$ cat config.mk
export PLATFORM = sky130hd
export DESIGN_NAME = mem_stage_flat
export DESIGN_NICKNAME = d
export VERILOG_FILES = /design/src/rtl/mips_pkg.sv /design/src/rtl/mem_stage_if.sv /design/src/rtl/mem_lane_align.sv /design/src/rtl/mem_stage.sv /design/src/flat_wrapper.sv
export SDC_FILE = /design/constraint.sdc
export NUM_CORES = 1
export LEC_CHECK = 0
export ABC_CLOCK_PERIOD_IN_PS = 2500
export CELL_PAD_IN_SITES_DETAIL_PLACEMENT = 0
export CELL_PAD_IN_SITES_GLOBAL_PLACEMENT = 1
export CORE_UTILIZATION = 29
export DETAILED_ROUTE_END_ITERATION = 12
export GPL_ROUTABILITY_DRIVEN = 0
export PLACE_DENSITY_LB_ADDON = 0.1
export RECOVER_POWER = 50
export SYNTH_ARGS = -nofsm -noshare
export SYNTH_HDL_FRONTEND = slang
export SYNTH_SLANG_ARGS = --single-unit
export TNS_END_PERCENT = 30
$ cat constraint.sdc
create_clock -name CLK -period 2.5 [get_ports CLK]
set_input_delay 0.375 -clock CLK [delete_from_list [all_inputs] [get_ports CLK]]
set_output_delay 0.375 -clock CLK [all_outputs]
set_load 0.1 [all_outputs]
$ cat src/rtl/mips_pkg.sv
// Shared opcodes, FSM states and access widths for the MEM stage.
// Imported by mem_stage and mem_lane_align.
package mips_pkg;

  localparam logic [5:0] OP_LB  = 6'h20;
  localparam logic [5:0] OP_LH  = 6'h21;
  localparam logic [5:0] OP_LW  = 6'h23;
  localparam logic [5:0] OP_LBU = 6'h24;
  localparam logic [5:0] OP_LHU = 6'h25;
  localparam logic [5:0] OP_SB  = 6'h28;
  localparam logic [5:0] OP_SH  = 6'h29;
  localparam logic [5:0] OP_SW  = 6'h2B;

  typedef enum logic [1:0] {
    IDLE,
    ACCESS,
    DONE
  } state_e;

  typedef enum logic [1:0] {
    BYTE,
    HALF,
    WORD
  } width_e;

endpackage

$ cat src/rtl/mem_stage_if.sv
// Data-memory request/acknowledge bus.
// master: MEM stage drives request side; slave: the memory.
interface mem_stage_if;

  logic        MemReq;
  logic        MemWe;
  logic [31:0] MemAddr;
  logic [3:0]  MemBe;
  logic [31:0] MemWdata;
  logic        MemAck;
  logic [31:0] MemRdata;

  modport master (
    output MemReq, MemWe, MemAddr, MemBe, MemWdata,
    input  MemAck, MemRdata
  );

  modport slave (
    input  MemReq, MemWe, MemAddr, MemBe, MemWdata,
    output MemAck, MemRdata
  );

endinterface

$ cat src/rtl/mem_lane_align.sv
// Lane steering: store width/offset/data -> be/wdata,
// load width/sign/offset/raw word -> extended ld_data.
module mem_lane_align
  import mips_pkg::*;
(
  input  width_e      width,
  input  logic        sgn,
  input  logic [1:0]  off,
  input  logic [31:0] st_data,
  input  logic [31:0] ld_raw,
  output logic [3:0]  be,
  output logic [31:0] wdata,
  output logic [31:0] ld_data
);

  logic [7:0]  ld_b;
  logic [15:0] ld_h;

  always_comb begin
    be    = 4'hF;
    wdata = st_data;
    case (width)
      BYTE: begin
        be    = 4'b0001 << off;
        wdata = {4{st_data[7:0]}};
      end
      HALF: begin
        be    = 4'b0011 << off;
        wdata = {2{st_data[15:0]}};
      end
      default: begin
        be    = 4'hF;
        wdata = st_data;
      end
    endcase
  end

  always_comb begin
    ld_b = ld_raw[7:0];
    case (off)
      2'd1:    ld_b = ld_raw[15:8];
      2'd2:    ld_b = ld_raw[23:16];
      2'd3:    ld_b = ld_raw[31:24];
      default: ld_b = ld_raw[7:0];
    endcase
    ld_h = off[1] ? ld_raw[31:16] : ld_raw[15:0];
    case (width)
      BYTE:    ld_data = {{24{sgn & ld_b[7]}}, ld_b};
      HALF:    ld_data = {{16{sgn & ld_h[15]}}, ld_h};
      default: ld_data = ld_raw;
    endcase
  end

endmodule

$ cat src/rtl/mem_stage.sv
// MEM pipeline stage: one bus access per load/store, stall upstream,
// timeout -> BusErr; misaligned ops flagged without a bus cycle.
module mem_stage
  import mips_pkg::*;
#(
  parameter int TIMEOUT = 255,
  parameter int CNT_W   = 8
) (
  input  logic        CLK,
  input  logic        RST,
  input  logic        InValid,
  input  logic [31:0] Ins,
  input  logic [31:0] Result,
  input  logic [31:0] Rdata2,
  output logic        Stall,
  mem_stage_if.master bus,
  output logic [31:0] LoadData,
  output logic        WbValid,
  output logic        Misalign,
  output logic        BusErr
);

  logic [5:0] op;
  logic       mem_op, is_ld, sgn, mis;
  width_e     wid;
  logic [1:0] off;
  logic       req_ok, start;
  logic       unused;

  state_e      state_q, state_d;
  logic [CNT_W-1:0] cnt_q, cnt_d, cnt_inc;
  logic        req_q, req_d, we_q, we_d;
  logic [31:0] addr_q, addr_d, wdata_q, wdata_d;
  logic [3:0]  be_q, be_d;
  width_e      wid_q, wid_d;
  logic        sgn_q, sgn_d, ld_q, ld_d;
  logic [1:0]  off_q, off_d;
  logic [31:0] ldata_q, ldata_d;
  logic        wb_q, wb_d, berr_q, berr_d;

  width_e      al_wid;
  logic        al_sgn;
  logic [1:0]  al_off;
  logic [3:0]  al_be;
  logic [31:0] al_wdata, al_ld;

  assign op     = Ins[31:26];
  assign off    = Result[1:0];
  assign unused = ^Ins[25:0];

  always_comb begin
    mem_op = 1'b1;
    is_ld  = 1'b1;
    sgn    = 1'b0;
    wid    = WORD;
    unique case (1'b1)
      op == OP_LB:  begin wid = BYTE; sgn = 1'b1; end
      op == OP_LH:  begin wid = HALF; sgn = 1'b1; end
      op == OP_LW:  wid = WORD;
      op == OP_LBU: wid = BYTE;
      op == OP_LHU: wid = HALF;
      op == OP_SB:  begin wid = BYTE; is_ld = 1'b0; end
      op == OP_SH:  begin wid = HALF; is_ld = 1'b0; end
      op == OP_SW:  is_ld = 1'b0;
      default:      mem_op = 1'b0;
    endcase
  end

  assign mis = (wid == HALF && off[0]) ||
               (wid == WORD && off != 2'b00);

  // Combinational flags are gated by RST so every output is 0 in reset.
  assign req_ok   = RST && state_q == IDLE && InValid && mem_op;
  assign start    = req_ok && !mis;
  assign Misalign = req_ok && mis;
  assign Stall    = start || (RST && state_q == ACCESS);

  // Store steering uses the live instruction in IDLE; load extraction
  // uses the attributes captured at start while in ACCESS.
  assign al_wid = (state_q == IDLE) ? wid : wid_q;
  assign al_sgn = (state_q == IDLE) ? sgn : sgn_q;
  assign al_off = (state_q == IDLE) ? off : off_q;

  mem_lane_align u_align (
    .width   (al_wid),
    .sgn     (al_sgn),
    .off     (al_off),
    .st_data (Rdata2),
    .ld_raw  (bus.MemRdata),
    .be      (al_be),
    .wdata   (al_wdata),
    .ld_data (al_ld)
  );

  assign cnt_inc = cnt_q + CNT_W'(1);

  always_comb begin
    state_d = state_q;
    cnt_d   = cnt_q;
    req_d   = req_q;
    we_d    = we_q;
    addr_d  = addr_q;
    be_d    = be_q;
    wdata_d = wdata_q;
    wid_d   = wid_q;
    sgn_d   = sgn_q;
    off_d   = off_q;
    ld_d    = ld_q;
    ldata_d = ldata_q;
    wb_d    = wb_q;
    berr_d  = berr_q;
    case (state_q)
      IDLE: begin
        ldata_d = '0;
        wb_d    = 1'b0;
        berr_d  = 1'b0;
        if (start) begin
          state_d = ACCESS;
          cnt_d   = '0;
          req_d   = 1'b1;
          we_d    = !is_ld;
          addr_d  = {Result[31:2], 2'b00};
          be_d    = al_be;
          wdata_d = al_wdata;
          wid_d   = wid;
          sgn_d   = sgn;
          off_d   = off;
          ld_d    = is_ld;
        end
      end
      ACCESS: begin
        if (bus.MemAck) begin
          state_d = DONE;
          ldata_d = ld_q ? al_ld : '0;
          wb_d    = ld_q;
        end else if (cnt_inc == CNT_W'(TIMEOUT)) begin
          state_d = DONE;
          berr_d  = 1'b1;
          ldata_d = '0;
          wb_d    = 1'b0;
        end else begin
          cnt_d = cnt_inc;
        end
        if (state_d == DONE) begin
          req_d   = 1'b0;
          we_d    = 1'b0;
          addr_d  = '0;
          be_d    = '0;
          wdata_d = '0;
        end
      end
      DONE: begin
        state_d = IDLE;
        ldata_d = '0;
        wb_d    = 1'b0;
        berr_d  = 1'b0;
      end
      default: state_d = IDLE;
    endcase
  end

  always_ff @(posedge CLK or negedge RST) begin
    if (!RST) begin
      state_q <= IDLE;
      cnt_q   <= '0;
      req_q   <= 1'b0;
      we_q    <= 1'b0;
      addr_q  <= '0;
      be_q    <= '0;
      wdata_q <= '0;
      wid_q   <= WORD;
      sgn_q   <= 1'b0;
      off_q   <= '0;
      ld_q    <= 1'b0;
      ldata_q <= '0;
      wb_q    <= 1'b0;
      berr_q  <= 1'b0;
    end else begin
      state_q <= state_d;
      cnt_q   <= cnt_d;
      req_q   <= req_d;
      we_q    <= we_d;
      addr_q  <= addr_d;
      be_q    <= be_d;
      wdata_q <= wdata_d;
      wid_q   <= wid_d;
      sgn_q   <= sgn_d;
      off_q   <= off_d;
      ld_q    <= ld_d;
      ldata_q <= ldata_d;
      wb_q    <= wb_d;
      berr_q  <= berr_d;
    end
  end

  assign bus.MemReq   = req_q;
  assign bus.MemWe    = we_q;
  assign bus.MemAddr  = addr_q;
  assign bus.MemBe    = be_q;
  assign bus.MemWdata = wdata_q;
  assign LoadData     = ldata_q;
  assign WbValid      = wb_q;
  assign BusErr       = berr_q;

endmodule
$ cat src/flat_wrapper.sv
// flat-port wrapper written by rule: the top's interface ports become plain ports
module mem_stage_flat import mips_pkg::*;
#(
  parameter int TIMEOUT = 255,
  parameter int CNT_W   = 8
)
  (CLK, RST, InValid, Ins, Result, Rdata2, Stall, LoadData, WbValid, Misalign, BusErr, bus_MemReq, bus_MemWe, bus_MemAddr, bus_MemBe, bus_MemWdata, bus_MemAck, bus_MemRdata);
  mem_stage_if bus_i ();
  input  logic CLK;
  input  logic RST;
  input  logic InValid;
  input  logic [31:0] Ins;
  input  logic [31:0] Result;
  input  logic [31:0] Rdata2;
  output logic Stall;
  output logic [31:0] LoadData;
  output logic WbValid;
  output logic Misalign;
  output logic BusErr;
  output wire logic [$bits(bus_i.MemReq)-1:0] bus_MemReq;
  output wire logic [$bits(bus_i.MemWe)-1:0] bus_MemWe;
  output wire logic [$bits(bus_i.MemAddr)-1:0] bus_MemAddr;
  output wire logic [$bits(bus_i.MemBe)-1:0] bus_MemBe;
  output wire logic [$bits(bus_i.MemWdata)-1:0] bus_MemWdata;
  input wire logic [$bits(bus_i.MemAck)-1:0] bus_MemAck;
  input wire logic [$bits(bus_i.MemRdata)-1:0] bus_MemRdata;
  assign bus_MemReq = bus_i.MemReq;
  assign bus_MemWe = bus_i.MemWe;
  assign bus_MemAddr = bus_i.MemAddr;
  assign bus_MemBe = bus_i.MemBe;
  assign bus_MemWdata = bus_i.MemWdata;
  assign bus_i.MemAck = bus_MemAck;
  assign bus_i.MemRdata = bus_MemRdata;
  mem_stage #(.TIMEOUT(TIMEOUT), .CNT_W(CNT_W)) u_core (.CLK(CLK), .RST(RST), .InValid(InValid), .Ins(Ins), .Result(Result), .Rdata2(Rdata2), .Stall(Stall), .bus(bus_i), .LoadData(LoadData), .WbValid(WbValid), .Misalign(Misalign), .BusErr(BusErr));
endmodule
Yosys cells after proc, flatten, opt, wreduce, memory -nomap -nowiden

Cells that the tools add are included.

Flip-flop bits (word level): 120
Bits in latches: 0
Memory bits (writable): 0
Bits in read-only memories: 0
Input port bits: 132
Output and inout port bits: 106
Memories kept: 0

$add $sub $neg: 1
Multiply operators: 0
Divide/modulo/power cells: 0
Magnitude comparators: 0
Equality and inequality tests: 24
Shift-type cells: 2
Multiplexer cells: 44
Bitwise gates (word level): 2
Reductions and logical operators: 27

Operator list:

| operator                                       | number |
|---|---|
| one-hot mux 32 bit (2 select lines)            | 5 |
| two-way mux 32 bit                             | 6 |
| == test 6 bit (second input constant)          | 8 |
| two-way mux 8 bit                              | 3 |
| one-hot mux 8 bit (3 select lines)             | 1 |
| two-way mux 16 bit                             | 1 |
| one-hot mux 4 bit (2 select lines)             | 2 |
| one-hot mux 8 bit (2 select lines)             | 1 |
| two-way mux 2 bit                              | 6 |
| two-way mux 1 bit                              | 11 |
| == test 2 bit (second input constant)          | 5 |
| OR reduction 3 bit                             | 3 |
| adder 8 x 1 -> 8 bit (second input constant)   | 1 |
| == test 2 x 1 -> 1 bit (second input constant) | 4 |
| == test 8 bit (second input constant)          | 1 |
| logical AND 1 bit                              | 8 |
| two-way mux 4 bit                              | 2 |
| != test 2 bit (second input constant)          | 4 |
| one-hot mux 1 bit (2 select lines)             | 4 |
| one-hot mux 2 bit (2 select lines)             | 2 |
| OR reduction 8 bit                             | 1 |
| AND reduction 3 bit                            | 2 |
| nonzero test 2 bit                             | 3 |
| logical NOT 2 bit                              | 2 |
| 10 further kinds                               | 14 |

Depth between registers and ports, before layout

Gate-level depths: netlist of run 1.

Depth in word-level cells: 10
Mapped depth: 10
Depth with buffers taken out: 8

Cells and area by module

Synthesis of run 1 repeated with hierarchy kept, for this count alone.

Cell total of the unflattened synthesis: 780
Area, all modules: 6811.5 um2

Modules (own cells, without submodules):

| module         | instances | cells an instance | area an instance (um2) |
|---|---|---|---|
| mem_stage      | 1         | 570               | 5363.9 |
| mem_lane_align | 1         | 210               | 1447.6 |

Worst setup path after synthesis of run 1

No wires, ideal clock.

Path type: input -> output
From: input port Ins[26]
To: output port Stall
Data arrival time: 2295 ps
Slack: -170 ps
Stages on the path: 6
Buffers on the path: 2
Cells stage by stage: clkbuf_1 -> nor4b_2 -> nand2_1 -> a221o_1 -> clkbuf_1 -> nand2_1

Longest elaborated chain between the ends: 9
Elaborated cells between the ends (all ways): 22
Those cells by class: eq/ne: 10; mux: 2; reduce/logical: 10

RTL lines:

| element                                                 | RTL line                         | source |
|---|---|---|
| from (decl)                                             | flat_wrapper.sv:12               | `input logic [31:0] Ins;` |
| == test 6 bit, or another cell as far along             | mem_stage.sv:63                  | `op == OP_SH: begin wid = HALF; is_ld = 1'b0; end` |
| OR reduction 3 bit (no line)                            | -                                |  |
| one-hot mux 2 bit (2 select lines)                      | mem_stage.sv:56                  | `unique case (1'b1)` |
| == test 2 x 1 -> 1 bit or == test 2 bit (tied branches) | mem_stage.sv:69, mem_stage.sv:70 |  |
| logical AND 1 bit, on equally long branches             | mem_stage.sv:69, mem_stage.sv:70 |  |
| logical OR 1 bit                                        | mem_stage.sv:69                  | `assign mis = (wid == HALF && off[0]) \|\|` |
| logical NOT 1 bit                                       | mem_stage.sv:74                  | `assign start = req_ok && !mis;` |
| logical AND 1 bit (*)                                   | mem_stage.sv:74                  |  |
| logical OR 1 bit (*)                                    | mem_stage.sv:76                  | `assign Stall = start \|\| (RST && state_q == ACCESS);` |
| to (decl)                                               | flat_wrapper.sv:15               | `output logic Stall;` |

Mark *: on every way between the ends. The rest lies on a longest branch, timed or not.

Worst setup path after layout of run 1

From: register u_core.state_q[1]
To: output port Stall

Longest elaborated chain between the ends: 6
Elaborated cells between the ends (all ways): 8
Those cells by class: eq/ne: 1; reduce/logical: 7

RTL lines:

| element                        | RTL line         | source |
|---|---|---|
| from (decl)                    | mem_stage.sv:30  | `state_e state_q, state_d;` |
| from (signal assigned)         | mem_stage.sv:179 | `state_q <= state_d;` |
| logical NOT 2 bit              | mem_stage.sv:73  | `assign req_ok = RST && state_q == IDLE && InValid && mem_op;` |
| logical AND 1 bit (3 in a row) | mem_stage.sv:73  |  |
| logical AND 1 bit              | mem_stage.sv:74  |  |
| logical OR 1 bit (*)           | mem_stage.sv:76  |  |

Marked as above.

==> results of run 1 <==
area by class of cell:
class,count,share of cell area
multi-input combinational,353,0.294
clock buffer,19,0.0543
timing repair buffer,258,0.231
antenna,1,0.000300
clock inverter,13,0.0261
inverter,12,0.00540
sequential,118,0.354
tap,234,0.0351
power groups by stage:
stage / clock network (uW) / registers [uW] / logic (uW)
final: 2770 / 2260 / 2120
after global routing: 2930 / 2290 / 2200
after CTS: 2830 / 2270 / 2280
after detailed placement: 0 / 2290 / 2280
after global placement: 0 / 2290 / 2270
after floorplan: 0 / 3550 / 333
state kept, by name, indices dropped and copies added (netlist names):
name	flops
u_core.BusErr	1
u_core.LoadData	32
u_core.WbValid	1
u_core.bus.MemAddr	30
u_core.bus.MemBe	4
u_core.bus.MemReq	1
u_core.bus.MemWdata	32
u_core.bus.MemWe	1
u_core.cnt_q	8
u_core.ld_q	1
u_core.off_q	2
u_core.sgn_q	1
u_core.state_q	2
u_core.wid_q	2
cells in the mapped netlist, types with 11 or more instances:
| cell type | n |
|---|---|
| a21oi_1 | 11 |
| a221o_1 | 18 |
| a22o_1 | 48 |
| clkbuf_1 | 25 |
| dfrtp_1 | 117 |
| inv_1 | 12 |
| mux2i_1 | 37 |
| nand2_1 | 61 |
| nor2_1 | 27 |
| o21ai_0 | 61 |
| o2bb2ai_1 | 16 |
layer usage:
layer	wire [um]	up-vias	share of wire	global-route usage
li1	-	2403	-	-
met1	8340	2419	0.46	0.242
met2	8330	141	0.46	0.294
met3	1080	14	0.060	0.0537
met4	189	0	0.011	0.0498
met5	0	-	0	0
cells by family after synthesis:
family | count (synthesis) | synth area share
DFF | 118 | 0.530
xor gates and xnor gates | 2 | 0.00315
and+or+nand+nor | 126 | 0.102
muxes | 40 | 0.0753
other | 1 | 0.000673
buffers and inverters | 53 | 0.0445
adders and majority gates | 2 | 0.00449
AOI/OAI and AO/OA | 181 | 0.239
worst max-delay path, delay by kind of cell (launching register included):
| kind | cells | cell delay (ps) |
|---|---|---|
| AO/OA/AOI/OAI | 2 | 500 |
| AND/OR/NAND/NOR | 2 | 400 |
| flip-flops | 1 | 390 |
| buffers and inverters | 2 | 310 |
worst paths after layout:
path / cells past startpoint / slack (ps) / to / startpoint
max in group asynchronous: 3 / 990 / u_core.bus.MemAddr[31]$_DFFE_PN0P_ / RST
max: 6 / 100 / Stall / u_core.state_q[1]$_DFFE_PN0P_
min reg2reg: 2 / 480 / u_core.sgn_q$_DFFE_PN0P_ / u_core.sgn_q$_DFFE_PN0P_
min in group CLK: 2 / 480 / u_core.sgn_q$_DFFE_PN0P_ / u_core.sgn_q$_DFFE_PN0P_
max reg2reg: 8 / 180 / u_core.LoadData[17]$_DFFE_PN0P_ / u_core.cnt_q[0]$_DFFE_PN0P_
min: 2 / 140 / u_core.LoadData[26]$_DFFE_PN0P_ / RST
stage by stage:
stage	total power [uW]	utilization	hold WS, ps
6_report	7150	0.444	139
5_1_grt	7420	0.444	208
4_1_cts	7380	0.462	172
3_5_place_dp	4580	0.425	468
3_3_place_gp	4560	0.425	461
2_1_floorplan	3890	-	79.4
repair_timing:
item / CTS / global route
resized for setup: 2 / 9
buffers inserted: 1 / 1
endpoints found under the setup margin: 2 / 22
pin swaps: 0 / 5
==> flow_summary.json, run 1 <==
{
  "overflow": 0,
  "ys_seq_area_frac": 0.530,
  "synth_top_area_frac": 0.526,
  "yosys_warnings": 0,
  "relSlewSlack": 0.181,
  "fin_area_um2": 8340,
  "drt_pass1_iterations": 5,
  "slew_violations": 0,
  "critPathSlowestCell": "dfrtp_1",
  "dieArea_um2": 19800,
  "timing.final.ws_setup_ps": 98.5,
  "fmax_mhz": 416,
  "powerDensity_nw_per_um2": 857,
  "instances_no_fill": 1008,
  "mostFrequentLayoutCells": "dfrtp_1, clkdlybuf4s50_1, clkbuf_1",
  "seq_power_share": 0.316,
  "crit_chain": "buf_6, nor4bb_4, o2111ai_2, a221o_1, nand2_2, buf_12",
  "cts_htree_levels": 4,
  "dr.first_iter.drc_count": 181,
  "dp_cells": 973,
  "cpPeakStageDelay_ps": 390,
  "rows": 50,
  "p_clk_frac": 0.388,
  "cp.arrival_ps": 2030,
  "cp-end-kind": "primary output",
  "final_common_cell": "dfrtp_1",
  "ys_ff_latch": 118,
  "numCtsBuffers": 17,
  "nets": 894,
  "ff_latch_area_um2": 2950,
  "grt_pass1_vias": 5141,
  "yosys.area.top_type": "dfrtp_1",
  "drive_above_1_share": 0.135,
  "pin_count": 238,
  "p_comb_frac": 0.296,
  "vias": 4977,
  "synth_cell_types": 48,
  "rsz0062_at_grt": "yes",
  "hold_viol_final": 0,
  "holdBufCountCts": 0,
  "fillCellCount": 1878,
  "crit_required_ps": 2120,
  "hp-class": "input port to asynchronous set/reset pin",
  "grt_start_max_net_pins": 69,
  "areaGrowthSynthToFinish_pct": 49.7,
  "preCtsSetupSlack_ps": -65.4,
  "switchingPower_uw": 2750,
  "synth_async_sr_flop_share": 1.00,
  "setup_viol": 0,
  "cts_tree": "built",
  "tightest_slew_ps": 1230,
  "viasPerCell": 4.94,
  "min_period_over_period": 0.961,
  "wl_per_cell_um": 17.8,
  "multi_input_area_um2": 2450,
  "cts-root-buf": "clkbuf_16",
  "synth_edf_count": 0,
  "p_leak_uw": 0.00383,
  "cp_max_fo": 8,
  "coreArea_um2": 18800,
  "clkLatencyLatePin_ps": 410,
  "cts_buffer_depth": 2,
  "place_area_um2": 7980,
  "syn_area_per_cell_um2": 10.6,
  "clkTransAtPathRegs_ps": 60,
  "netlist_top_cells_area": "dfrtp_1, a22o_1, mux2i_1",
  "status": "finished, final reports clean",
  "drc": 0,
  "synth_cells": 523,
  "die_y_um": 141,
  "sw_frac_of_total": 0.385,
  "die_w_um": 141,
  "dp_hpwl_um": 12700,
  "place.port_buffers": 209,
  "ir_drop_mv": 0.481,
  "p_int_uw": 4400,
  "tns_ps": 0,
  "grt_use_total": 0.184,
  "drv_cap": 0,
  "final_antenna_net_count": 0,
  "syn_area_um2": 5570,
  "floorplan.initialDensity": 0.297,
  "grt_pass1_wl_um": 28100,
  "fin_crit_ps": 2400,
  "path_class": "register to primary output",
  "synth-main-ff-cell": "dfrtp_1",
  "cp-start-kind": "register",
  "wirelength_um": 17900,
  "antenna_found_initial": 1,
  "clock_sinks": 118,
  "fin_worst_skew_ps": 7.65
}
Note: power is estimated with default switching activity, not from simulation.
==> inputs of run 2 (changes only) <==
Settings changed: ABC_AREA set to 1, CTS_BUF_LIST set to sky130_fd_sc_hd__clkbuf_4 sky130_fd_sc_hd__clkbuf_8, REMOVE_ABC_BUFFERS set to 1.
==> flow_summary.json, run 2 <==
{
  "status": "finished, violations left",
  "violations": "capacitance limit, slew limit",
  "drv_cap": 1,
  "setup_viol": 0,
  "mostFrequentLayoutCells": "nand2_1, dfrtp_1, clkdlybuf4s50_1",
  "floorplan.initialDensity": 0.300,
  "slew_violations": 119,
  "grt_pass1_vias": 6041,
  "crit_required_ps": 2120,
  "vias": 6338,
  "hold_viol_final": 0,
  "fin_worst_skew_ps": 13.5,
  "synth.top_cells.by_count": "nand2_1, dfrtp_1, inv_1",
  "grt_start_max_net_pins": 119,
  "areaGrowthSynthToFinish_pct": 38.7,
  "viasPerCell": 4.50,
  "p_leak_uw": 0.00484,
  "dp_hpwl_um": 14500,
  "rsz0062_at_grt": "no",
  "ys_seq_area_frac": 0.461,
  "nets": 1254,
  "synth_edf_count": 0,
  "syn_area_per_cell_um2": 7.07,
  "synth-main-ff-cell": "dfrtp_1",
  "instances_no_fill": 1408,
  "pin_count": 238,
  "final_antenna_net_count": 0,
  "fin_crit_ps": 2180,
  "ir_drop_mv": 0.347,
  "drc": 0,
  "cts_setup_buffers": 0,
  "holdBufCountCts": 0,
  "cp-end-kind": "primary output",
  "min_period_over_period": 0.871,
  "antenna_found_initial": 0,
  "synth.most_common_cell": "nand2_1",
  "dieArea_um2": 22700,
  "numCtsBuffers": 17,
  "wirelength_um": 21200,
  "powerDensity_nw_per_um2": 730,
  "die_w_um": 151,
  "num_antenna_cells": 0,
  "syn_area_um2": 6400,
  "cts_tree": "built",
  "cts_resized": 0,
  "grt_use_total": 0.189,
  "coreArea_um2": 21400,
  "fillCellCount": 2342,
  "netlist_top_cells_area": "dfrtp_1, nand2_1, nand3_1",
  "cp_max_fo": 6,
  "final_common_cell": "nand2_1",
  "hp-class": "input port to register",
  "cp-start-kind": "register",
  "timing.final.ws_setup_ps": 323,
  "cts-root-buf": "clkbuf_8",
  "yosys.area.top_type": "dfrtp_1",
  "place.port_buffers": 209,
  "ys_ff_latch": 118,
  "rows": 53,
  "clkTransAtPathRegs_ps": 80,
  "relSlewSlack": -0.147,
  "die_y_um": 151,
  "overflow": 0,
  "fmax_mhz": 459,
  "dp_cells": 1376,
  "cp.arrival_ps": 1800,
  "synth_top_area_frac": 0.457,
  "path_class": "register to primary output",
  "tightest_slew_ps": 1720,
  "synth_cell_types": 34,
  "preCtsSetupSlack_ps": 129,
  "synth_cells": 906,
  "cts_buffer_depth": 2,
  "dr.first_iter.drc_count": 173,
  "yosys_warnings": 0,
  "drive_above_1_share": 0.129,
  "clock_sinks": 118,
  "hold_slack_ps": 461,
  "wl_per_cell_um": 15.0,
  "cts_htree_levels": 4,
  "clkLatencyLatePin_ps": 440,
  "drt_pass1_iterations": 4,
  "p_total_uw": 6480,
  "grt_pass1_wl_um": 32700,
  "synth_async_sr_flop_share": 1.00
}
## run 2: cell types whose count changed after synthesis, sizes merged, moves of 11 or more
| cell | before | now |
|---|---|---|
| inv | 12 | 95 |
| buf | 16 | 29 |
| o2bb2ai | 16 | 0 |
| nand4 | 0 | 20 |
| nand2 | 61 | 420 |
| mux2i | 37 | 0 |
| o211ai | 1 | 12 |
| a22o | 48 | 0 |
| nand3 | 7 | 82 |
| a221o | 18 | 0 |
## run 2: through the flow
step	utilization	TNS (ps)	cell area (um^2)
floorplan	-	-61450	6160
global route	0.416	0	8880
global placement	0.406	0	8670
CTS	0.426	0	9090
finish	0.416	0	8880
detailed placement	0.406	0	8670
## run 2: worst paths after layout
| path | startpoint | end | slack, ps | cells after the start |
|---|---|---|---|---|
| worst max-delay path | u_core.state_q[0]$_DFFE_PN0P_ | Stall | 320 | 6 |
| worst min-delay path | Result[18] | u_core.bus.MemAddr[18]$_DFFE_PN0P_ | 460 | 3 |
| worst max register to register | u_core.cnt_q[0]$_DFFE_PN0P_ | u_core.bus.MemWdata[14]$_DFFE_PN0P_ | 400 | 10 |
| worst min register to register | u_core.bus.MemAddr[18]$_DFFE_PN0P_ | u_core.bus.MemAddr[18]$_DFFE_PN0P_ | 470 | 2 |
| max in group asynchronous | RST | u_core.LoadData[25]$_DFFE_PN0P_ | 790 | 2 |
| min in group asynchronous | RST | u_core.cnt_q[6]$_DFFE_PN0P_ | 620 | 2 |
## run 2: routing by layer
layer | track usage | routed length (um) | up-vias
li1 | - | - | 3258
met1 | 0.243 | 9650 | 2899
met2 | 0.309 | 9830 | 168
met3 | 0.0555 | 1480 | 13
met4 | 0.0460 | 216 | 0
met5 | 0 | 0 | -
## run 2: logic make-up (layout without fill, tap and decap cells)
kind of cell,Yosys count,count (layout),synth area share
buf+inv,142,368,0.0944
simple gates,565,565,0.371
xor+xnor,2,2,0.00274
compound gates,76,76,0.0657
flops,118,118,0.461
other cells,1,2,0.000586
fa+ha+maj,2,2,0.00391
## run 2: worst max-delay path: stages (launching register included)
cell and delay [ps]:
dfrtp_1 460, inv_2 110, nand2_1 160, nor2_1 170, nand3_1 150, nand2_1 130
buf_12 180
## run 2: layout make-up
class,instances,area [um^2],area share
clock buffers,18,241,0.0272
clock inverters,14,178,0.0200
inverters,97,364,0.0410
multi-input cells,647,2850,0.321
flip-flops and latches,118,2950,0.333
well taps,275,344,0.0388
repair buffers,239,1940,0.219
## run 2: report_power, final
part	total, uW	leakage, uW	internal (uW)	switching (uW)
combinational	2360	0.00303	459	1900
sequential	2220	0.00160	2110	110
clock	1900	0.000205	1010	890
